### src/rtl/uart_tx_fifo_reader_if.sv
// rtl/uart_tx_fifo_reader_if.sv - read-port bundle between the io_hub TX FIFO and its UART reader
// master = reader (drives the pop strobe), slave = FIFO.
interface uart_tx_fifo_reader_if #(
   parameter int SIZE = 8
);
   logic            fifo_empty;
   logic [SIZE-1:0] fifo_dout;
   logic            fifo_rd_en;

   modport master (
      input  fifo_empty,
      input  fifo_dout,
      output fifo_rd_en
   );

   modport slave (
      output fifo_empty,
      output fifo_dout,
      input  fifo_rd_en
   );
endinterface

### src/rtl/uart_tx_fifo_reader.sv
// rtl/uart_tx_fifo_reader.sv - pops the io_hub TX FIFO and serializes each byte as 8N1 UART, LSB first
// Optional feature: define UART_TX_PARITY_EN to insert an even-parity bit between data and stop.
module uart_tx_fifo_reader #(
   parameter int CLK_DIV = 16,
   parameter int SIZE    = 8
) (
   input  logic                  i_clk,
   input  logic                  i_rst,
   input  logic                  i_tx_enable,
   uart_tx_fifo_reader_if.master fifo,
   output logic                  o_tx,
   output logic                  o_busy
);
   localparam int IDX_W = (SIZE > 1) ? $clog2(SIZE) : 1;

   localparam logic [2:0] S_IDLE   = 3'd0;
   localparam logic [2:0] S_FETCH  = 3'd1;
   localparam logic [2:0] S_START  = 3'd2;
   localparam logic [2:0] S_DATA   = 3'd3;
   localparam logic [2:0] S_STOP   = 3'd5;
`ifdef UART_TX_PARITY_EN
   localparam logic [2:0] S_PARITY = 3'd4;
`endif

   logic [2:0]       r_state;
   logic [15:0]      r_baud_cnt;
   logic [IDX_W-1:0] r_bit_idx;
   logic [SIZE-1:0]  r_shift;
   logic             r_rd_en;
   logic             r_tx;
   logic             r_busy;
`ifdef UART_TX_PARITY_EN
   logic             r_parity;
`endif

   logic w_bit_end;
   logic w_start;
   logic w_last_bit;

   assign w_bit_end  = (r_baud_cnt == 16'(CLK_DIV - 1));
   assign w_start    = i_tx_enable && !fifo.fifo_empty;
   assign w_last_bit = (r_bit_idx == IDX_W'(SIZE - 1));

   // tx is assigned from the current state, so the line trails each state change by one cycle
   always_ff @(posedge i_clk) begin
      if (i_rst) begin
         r_state    <= S_IDLE;
         r_tx       <= 1'b1;
         r_rd_en    <= 1'b0;
         r_busy     <= 1'b0;
         r_baud_cnt <= '0;
         r_bit_idx  <= '0;
      end else begin
         r_rd_en <= 1'b0;

         if (r_state == S_IDLE || r_state == S_FETCH) begin
            r_baud_cnt <= '0;
         end else if (w_bit_end) begin
            r_baud_cnt <= '0;
         end else begin
            r_baud_cnt <= r_baud_cnt + 16'd1;
         end

         case (r_state)
            S_IDLE: begin
               r_tx      <= 1'b1;
               r_bit_idx <= '0;
               r_busy    <= w_start;
               if (w_start) begin
                  r_rd_en <= 1'b1;
                  r_state <= S_FETCH;
               end
            end
            S_FETCH: begin
               r_tx    <= 1'b1;
               r_shift <= fifo.fifo_dout;
`ifdef UART_TX_PARITY_EN
               r_parity <= ^fifo.fifo_dout;
`endif
               r_state <= S_START;
            end
            S_START: begin
               r_tx <= 1'b0;
               if (w_bit_end) begin
                  r_state <= S_DATA;
               end
            end
            S_DATA: begin
               r_tx <= r_shift[r_bit_idx];
               if (w_bit_end) begin
                  if (w_last_bit) begin
                     r_bit_idx <= '0;
`ifdef UART_TX_PARITY_EN
                     r_state   <= S_PARITY;
`else
                     r_state   <= S_STOP;
`endif
                  end else begin
                     r_bit_idx <= r_bit_idx + 1'b1;
                  end
               end
            end
`ifdef UART_TX_PARITY_EN
            S_PARITY: begin
               r_tx <= r_parity;
               if (w_bit_end) begin
                  r_state <= S_STOP;
               end
            end
`endif
            S_STOP: begin
               r_tx <= 1'b1;
               if (w_bit_end) begin
                  r_state <= S_IDLE;
               end
            end
            default: begin
               r_tx    <= 1'b1;
               r_state <= S_IDLE;
            end
         endcase
      end
   end

   assign fifo.fifo_rd_en = r_rd_en;
   assign o_tx            = r_tx;
   assign o_busy          = r_busy;
endmodule
### src/flat_wrapper.sv
// flat-port wrapper written by rule: the top's interface ports become plain ports
module uart_tx_fifo_reader_flat 
#(
   parameter int CLK_DIV = 16,
   parameter int SIZE    = 8
)
  (i_clk, i_rst, i_tx_enable, o_tx, o_busy, fifo_fifo_empty, fifo_fifo_dout, fifo_fifo_rd_en);
  uart_tx_fifo_reader_if #(.SIZE(SIZE)) fifo_i ();
  input  logic i_clk;
  input  logic i_rst;
  input  logic i_tx_enable;
  output logic o_tx;
  output logic o_busy;
  input wire logic [$bits(fifo_i.fifo_empty)-1:0] fifo_fifo_empty;
  input wire logic [$bits(fifo_i.fifo_dout)-1:0] fifo_fifo_dout;
  output wire logic [$bits(fifo_i.fifo_rd_en)-1:0] fifo_fifo_rd_en;
  assign fifo_i.fifo_empty = fifo_fifo_empty;
  assign fifo_i.fifo_dout = fifo_fifo_dout;
  assign fifo_fifo_rd_en = fifo_i.fifo_rd_en;
  uart_tx_fifo_reader #(.CLK_DIV(CLK_DIV), .SIZE(SIZE)) u_core (.i_clk(i_clk), .i_rst(i_rst), .i_tx_enable(i_tx_enable), .fifo(fifo_i), .o_tx(o_tx), .o_busy(o_busy));
endmodule
### config.mk
export PLATFORM = sky130hd
export DESIGN_NAME = uart_tx_fifo_reader_flat
export DESIGN_NICKNAME = d
export VERILOG_FILES = /design/src/rtl/uart_tx_fifo_reader_if.sv /design/src/rtl/uart_tx_fifo_reader.sv /design/src/flat_wrapper.sv
export SDC_FILE = /design/constraint.sdc
export NUM_CORES = 1
export LEC_CHECK = 0
export CAP_MARGIN = 10
export CORE_MARGIN = 4
export CORE_UTILIZATION = 59
export CTS_CLUSTER_SIZE = 8
export DETAILED_ROUTE_END_ITERATION = 12
export PLACE_DENSITY = 0.88
export SETUP_SLACK_MARGIN = 0.2
export SLEW_MARGIN = 40
export SYNTH_ARGS = -nofsm -noshare
export SYNTH_HDL_FRONTEND = slang
export SYNTH_SLANG_ARGS = --single-unit
### constraint.sdc
create_clock -name i_clk -period 4.4 [get_ports i_clk]
set_input_delay 0.66 -clock i_clk [delete_from_list [all_inputs] [get_ports i_clk]]
set_output_delay 0.66 -clock i_clk [all_outputs]
set_load 0.01 [all_outputs]
======== Word-level counts from Yosys, hierarchy flattened ========
Cells that the tools add are included.
storage, ports and cells
  register bits after elaboration ......... 33
  output and inout bits ................... 3
cells by class
  muxes and demuxes ....................... 13
  add/subtract/negate cells ............... 2
  order comparisons ....................... 1
  equality and inequality tests ........... 11
  bitwise gates (word level) .............. 2
  reductions and logical operators ........ 10
operator list
  operator                                                              number
  3-bit 2-to-1 mux                                                      7
  16-bit by 1-bit adder with 16-bit output, second input constant       1
  16-bit by 4-bit == test with 1-bit output, second input constant      1
  3-bit case mux with 5 select lines                                    1
  2-bit by 1-bit != test with 1-bit output, second input constant       5
  3-bit by 2-bit == test with 1-bit output, second input constant       2
  3-bit == test, second input constant                                  2
  3-bit case mux with 2 select lines                                    1
  5-bit AND reduction                                                   1
  3-bit by 4-bit < comparator with 1-bit output, second input constant  1
  2-bit AND reduction                                                   2
  3-bit by 1-bit adder with 3-bit output, second input constant         1
  1-bit binary-select mux with 3-bit select                             1
  3-bit by 1-bit == test with 1-bit output, second input constant       1
  3-bit logical NOT                                                     1
  3-bit OR reduction                                                    1
  1-bit 2-to-1 mux                                                      2
  1-bit inverter                                                        2
  1-bit case mux with 2 select lines                                    1
  2-bit nonzero test                                                    1
  2-bit OR reduction                                                    1
  1-bit logical AND                                                     1
  1-bit logical NOT                                                     1
  1-bit logical OR                                                      1

======== Depth between registers and ports, before layout ========
Gate-level depths: netlist of the first run.
  word-level depth ........................ 4
  mapped depth ............................ 7

======== Least setup slack after synthesis of the first run ========
No wires, ideal clock.
  path kind ............................... input-to-reg
  start ................................... input i_rst
  end ..................................... register u_core.r_shift[0], enable pin
  stages .................................. 2
  required time ........................... 4.002 ns
  arrival time ............................ 1.781 ns
  setup slack ............................. 2.221 ns
  path buffers ............................ 1
  cells stage by stage .................... clkbuf_1 -> nor4b_1
between the ends
  longest elaborated chain between the ends .. 2
ends and longest elaborated chain
  what                           RTL line                   text
  start, declared                flat_wrapper.sv:10         input logic i_rst;
  1-bit inverter (no line)       -
  2-bit AND reduction (no line)  -
  end signal, assigned           uart_tx_fifo_reader.sv:76  r_shift <= fifo.fifo_dout;
  end, declared                  uart_tx_fifo_reader.sv:28  logic [SIZE-1:0] r_shift;
No other way between the ends.
A chain may end at the register's enable or synchronous reset.

======== Final worst setup path of the first run ========
  start ................................... register u_core.r_busy, in the netlist u_core.o_busy
  end ..................................... output o_busy
RTL lines
  what                    RTL line                   text
  start, declared         uart_tx_fifo_reader.sv:31  logic r_busy;
  start signal, assigned  uart_tx_fifo_reader.sv:68  r_busy <= w_start;
  end, declared           flat_wrapper.sv:13         output logic o_busy;
No word-level cell between the ends.

==> results of run 1 <==
-- power breakdown --
| group | internal [W] | switching, W |
|---|---|---|
| Combinational | 0.0000194 | 0.0000150 |
| Clock | 0.0000608 | 0.000102 |
| Sequential | 0.000317 | 0.00000572 |
-- path summary, 6_finish.rpt --
check	start	endpoint	slack, ns	cells after the start
setup / recovery	u_core.o_busy	o_busy	2.50	1
hold / removal	u_core.r_baud_cnt[0]	u_core.r_baud_cnt[0]	0.48	1
setup reg to reg	u_core.r_baud_cnt[12]	u_core.r_baud_cnt[8]	2.56	4
hold reg to reg	u_core.r_baud_cnt[0]	u_core.r_baud_cnt[0]	0.48	1
-- stage by stage --
step           cell area [um^2]  std cells
2_1_floorplan              1470        144
4_1_cts                    1650        188
3_3_place_gp               1590        180
3_5_place_dp               1590        180
6_report                   1650        188
5_1_grt                    1650        188
-- layout by cell type, fill, tap and decap left out, types with 2 or more instances in the layout --
cell type        instances
nor3_1                   6
nand3b_1                 4
nand2_1                  3
nor4_1                   7
or3_1                    3
nand4_1                  5
xnor2_1                 12
ha_1                     3
nand2b_1                 4
inv_1                    5
dfxtp_1                 25
mux2i_1                  3
xor2_1                   2
edfxtp_1                 8
nand3_1                  8
clkbuf_4                 5
clkinv_2                 2
o21ai_0                  2
mux4_2                   2
nor2_1                  22
clkdlybuf4s50_1         14
a21oi_1                  3
nor2b_1                  2
-- routing by layer --
metal,up-vias,routed length (um),GRT usage
li1,536,-,-
met1,478,1150,0.222
met2,29,1110,0.250
met3,5,142,0.0668
met4,0,37,0.0927
met5,-,0,0
-- area by class of cell --
| type | count | area share |
|---|---|---|
| clock buffer | 6 | 0.0251 |
| clock inverter | 2 | 0.00608 |
| multi-input combinational | 99 | 0.396 |
| sequential | 33 | 0.450 |
| tap | 28 | 0.0213 |
| inverter | 5 | 0.0114 |
| timing repair buffer | 15 | 0.0897 |
-- worst reg2reg max path, delay by kind of cell, from the launching register on --
family / cells / cell delay [ns]
flip-flops: 1 / 0.37
AND/OR/NAND/NOR: 4 / 1.35
-- cell families (layout without fill, tap and decap cells) --
group                    after synthesis  in the layout  share of synthesized area
multiplexers                           5              5                     0.0510
buffers and inverters                 12             28                     0.0536
AO/OA/AOI/OAI                          7              7                     0.0264
adder cells (fa/ha/maj)                3              3                     0.0255
XOR/XNOR                              14             14                     0.0833
flip-flops                            33             33                      0.503
AND/OR/NAND/NOR                       70             70                      0.257
-- flip-flops by register name, indices dropped and copies added (netlist names) --
signal and cells:
u_core.r_baud_cnt 16, u_core.r_shift 8, u_core.r_bit_idx 3, u_core.r_state 3, u_core.fifo.fifo_rd_en 1, u_core.o_busy 1
u_core.o_tx 1
==> metrics.txt, run 1 <==
outcome=finished clean; worst-path maximum fanout=2; Site Rows=17; Max Cap Violations=0; Max Slew Vio Count=0; share of layout cells above drive strength 1=0.0813; starting DRC count in detailed routing=26; ranking of synthesized cells by instance count=dfxtp_1, nor2_1, xnor2_1, edfxtp_1, nand3_1; synth top area cells=dfxtp_1, edfxtp_1, xnor2_1; worst vdd ir=289 uV; vias in the first global route=1006; largest net degree at the start of global routing=16; grt total ovfl=0; Async S/R FF share, synth=0; placer congestion estimate=0.817; Crit Path Class=flip-flop to primary output; Resize count post-CTS=0; Worst-Skew Late Latency=0.34 ns; Clock Tree Root=clkbuf_4; mapped cell area=1470 um^2; Core Region=2300 um^2; multi-input logic area=652 um^2; CTS tree=built; power density over cell area=316 nW/um^2; Filler cells=172; final WL=2.45 mm; Ys Warns=0; top-count cell post-synth=dfxtp_1; DRT Pass-1 Iters=4; post-CTS setup buffers=0; syn nets=159; Layout area overhead=11.8%; RSZ-0062 raised after global routing=false; worst slack, placed=2.23 ns; Seq cells post-synth=33; fin util=0.716; CP max-delay cell=clkdlybuf4s50_1; top_reg_cell synth=dfxtp_1; hold_ws=0.483 ns; Worst setup EP type=primary output; WL/cell=13.0 um; Critical Path, Cell by Cell=clkdlybuf4s50_1; Layout Skew=0.0137 ns; mean post-synth cell area=10.2 um^2; Post-Syn Instances=144; first-pass GRT wire length=4.34 mm; Worst Setup Start Kind=flip-flop; gr usage total=0.173; Die Span Y=57.9 um; htree depth=2; crit-path max cell delay=0.54 ns; endpoints failing hold=0; CP delay by family, top=buffers and inverters; via count=1048; Tcrit/Tclk final=0.432; Post-CTS Hold Buffers=0; PnR worst setup slack=2.50 ns; Clk pin slew, worst setup/hold paths=0.10 ns; worst min-delay path class=flip-flop to flip-flop; Vias/cell=5.57; residual DRC count=0; diode count=0; CP Data Arrival Time=1.24 ns; hpwl dp=1.71 mm; Worst Path Required=3.74 ns; WP buf/inv=1; final setup TNS=0 ns; area leader, netlist=dfxtp_1; Worst-Margin Slew=0.490 ns; Max-slew headroom=0.671; sequential cell area=741 um^2; Tot Pwr=0.000520 W; Synth top area share=0.340; setup violators final=0; Sink Count=33; Routed Antenna Nets=0; cts bufs inserted=5; Max Fclk=0.527 GHz; Seq/Total Area, Yosys=0.503; IO Pins=15; die width=57.9 um; starting density of the core=0.641; number of enable flip-flop cells after synthesis=8; leakage=0.520 nW; Die Area=3360 um^2; IO Port Bufs=14; nets=174; clk buf depth=2; antenna violations before repair=0; crit path time final=1.90 ns; post-synthesis cell type count=31
(Power assumes the default switching activity.)
==> run 2: changes to the inputs <==
Settings changed: CORE_UTILIZATION 59 to 55, PLACE_DENSITY 0.88 to 0.84.
Clock period 4.4 ns to 1.95 ns, I/O delays scaled along.
==> run 2 against run 1 <==
Compared with the run above: global-route usage barely moved; combinational power rose by 140%; clock power rose to 3.0 times the previous value; setup slack got worse by 2.2 ns; design area rose by 3.3%; sequential share of layout area fell by 1.4 points; largest cell class unchanged; largest power group unchanged.
==> metrics.txt, run 2 (same netlist as run 1, synthesis figures left out) <==
gr usage total=0.173 (about the same); Die Area=3570 um^2 (+6.3%); Resize count post-CTS=1 (+1); Tcrit/Tclk final=0.827; CP Depth=5 (+4); max reg flops=16 (unchanged); Reg-to-Reg End=u_core.r_baud_cnt[14]; WP buf/inv=0 (-1); htree depth=2 (unchanged); setup violators final=0 (unchanged); IO Port Bufs=14 (unchanged); Layout area overhead=15.5%; Worst setup EP type=flip-flop; PnR worst setup slack=0.338 ns (-2.16 ns); HP Start=u_core.r_baud_cnt[0]; worst slack, placed=0.184 ns (-2.05 ns); Worst Path Required=2.18 ns (-1.56 ns); Finished Cell Area=1700 um^2 (+3.3%); sequential cell area=741 um^2 (unchanged); Worst-Skew Late Latency=0.34 ns (about the same); Worst Setup Start Kind=flip-flop; hpwl dp=1.85 mm (+8.2%); final WL=2.49 mm (+1.7%); share of layout cells above drive strength 1=0.106 (+0.0243); CP delay by family, top=simple AND/OR/NAND/NOR gates; crit path time final=1.61 ns; crit path to=u_core.r_baud_cnt[14]; CTS tree=built; Max Cap Violations=0 (unchanged); Post-DP Area=1610 um^2 (+1.0%); leakage=0.538 nW (+3.5%); cts bufs inserted=5 (unchanged); worst min-delay path class=flip-flop to flip-flop; worst-path maximum fanout=4 (+2); Layout Skew=0.0146 ns (+0.000944 ns); via count=1040 (-0.76%); IO Pins=15 (unchanged); Worst-Margin Slew=0.403 ns (-0.0863 ns); die width=59.7 um (+3.1%); Max-slew headroom=0.729 (+0.0581); Max Fclk=0.620 GHz; RSZ-0062 raised after global routing=false; DRT Pass-1 Iters=4 (unchanged); R2R Path Start=u_core.r_baud_cnt[0]; CP Data Arrival Time=1.84 ns (+0.60 ns); endpoints failing hold=0 (unchanged); Vias/cell=5.45 (-2.3%); final setup TNS=0 ns (unchanged); residual DRC count=0 (unchanged); power density over cell area=766 nW/um^2 (+140%); Worst Setup SP=u_core.r_baud_cnt[0]; vias in the first global route=1032 (+2.6%); CP max-delay cell=nor4_1; Top Registers=u_core.r_baud_cnt x16, u_core.r_shift x8; Routed Antenna Nets=0 (unchanged); placer congestion estimate=0.833 (+1.9%); largest net degree at the start of global routing=16 (unchanged); worst vdd ir=731 uV (+150%); r2r setup slk=0.34 ns (-2.22 ns); Clk pin slew, worst setup/hold paths=0.10 ns (about the same); WL/cell=13.0 um (about the same); Max Slew Vio Count=0 (unchanged); Clock Tree Root=clkbuf_4; Site Rows=18 (+1); antenna violations before repair=0 (unchanged); Reg with most FFs=u_core.r_baud_cnt; clk buf depth=2 (unchanged); grt total ovfl=0 (unchanged); Sink Count=33 (unchanged); crit-path max cell delay=0.45 ns (-0.09 ns); Critical Path, Cell by Cell=ha_1 -> nand3_1 -> nor4_1 -> xnor2_1 -> nor2_1; Crit Path Class=flip-flop to flip-flop; Filler cells=203 (+18%); outcome=finished clean; most common cell after layout, fill and taps aside=dfxtp_1; most frequent cells in the layout=dfxtp_1, nor2_1, clkdlybuf4s50_1, xnor2_1; reg2reg path depth=5 (+1); post-CTS setup buffers=0 (unchanged); nets=175 (+0.57%); Post-CTS Hold Buffers=0 (unchanged); Core Region=2520 um^2 (+9.8%); starting density of the core=0.583 (-0.0572); Die Span Y=59.7 um (+3.1%); diode count=0 (unchanged); starting DRC count in detailed routing=21 (-19%); multi-input logic area=663 um^2 (+1.7%); first-pass GRT wire length=4.49 mm (+3.5%)
run 2: cell types whose count changed in the layout (fill, tap and decap cells not counted):
cell	delta
clkinv_2	-2
clkbuf_1	-1
clkinvlp_4	+1
or3_4	+1
buf_4	+1
clkbuf_16	+1
clkbuf_8	+1
nor4b_1	-1
nor4b_2	+1
or3_1	-1
run 2: how the worst min path moves through the flow:
stage	end	slack (ns)	cells after the start
after detailed placement	u_core.r_baud_cnt[0]	0.47	1
after global routing	u_core.r_shift[4]	0.49	1
after global placement	u_core.r_baud_cnt[0]	0.45	1
after floorplan	u_core.r_shift[0]	0.39	0
after CTS	u_core.r_shift[2]	0.49	1
final	u_core.r_baud_cnt[0]	0.49	1
run 2: layout make-up:
class | count | share of cell area
Clock buffer | 7 | 0.0449
Clock inverter | 1 | 0.00442
Inverter | 5 | 0.0110
Multi-Input combinational cell | 99 | 0.390
Sequential cell | 33 | 0.436
Tap cell | 30 | 0.0221
Timing Repair Buffer | 16 | 0.0913
run 2: stage by stage:
stage / total power [W] / utilization / hold slack, ns / instances
global route: 0.00136 / 0.674 / 0.488 / 191
CTS: 0.00132 / 0.674 / 0.489 / 191
detailed placement: 0.000826 / 0.638 / 0.472 / 183
global placement: 0.000823 / 0.638 / 0.453 / 183
floorplan: 0.000796 / - / 0.391 / 144
finish: 0.00130 / 0.674 / 0.487 / 191
run 2: power breakdown:
group | total, W | internal (W) | switching, W
Combinational | 0.0000814 | 0.0000466 | 0.0000348
Clock | 0.000490 | 0.000253 | 0.000237
Sequential | 0.000730 | 0.000716 | 0.0000134
Total | 0.00130 | 0.00102 | 0.000285
run 2: metal layers:
metal  global-route usage  up-vias  wire [um]
li1                     -      539          -
met1                0.206      477       1090
met2                0.278       19       1230
met3               0.0648        5        127
met4               0.0759        0         47
met5                    0        -          0
run 2: worst reg2reg max path: cells and delay by family, from the launching register on:
kind	cells	cell delay, ns
xor+xnor	1	0.19
flops	1	0.38
fa+ha+maj	1	0.23
simple gates	3	0.70
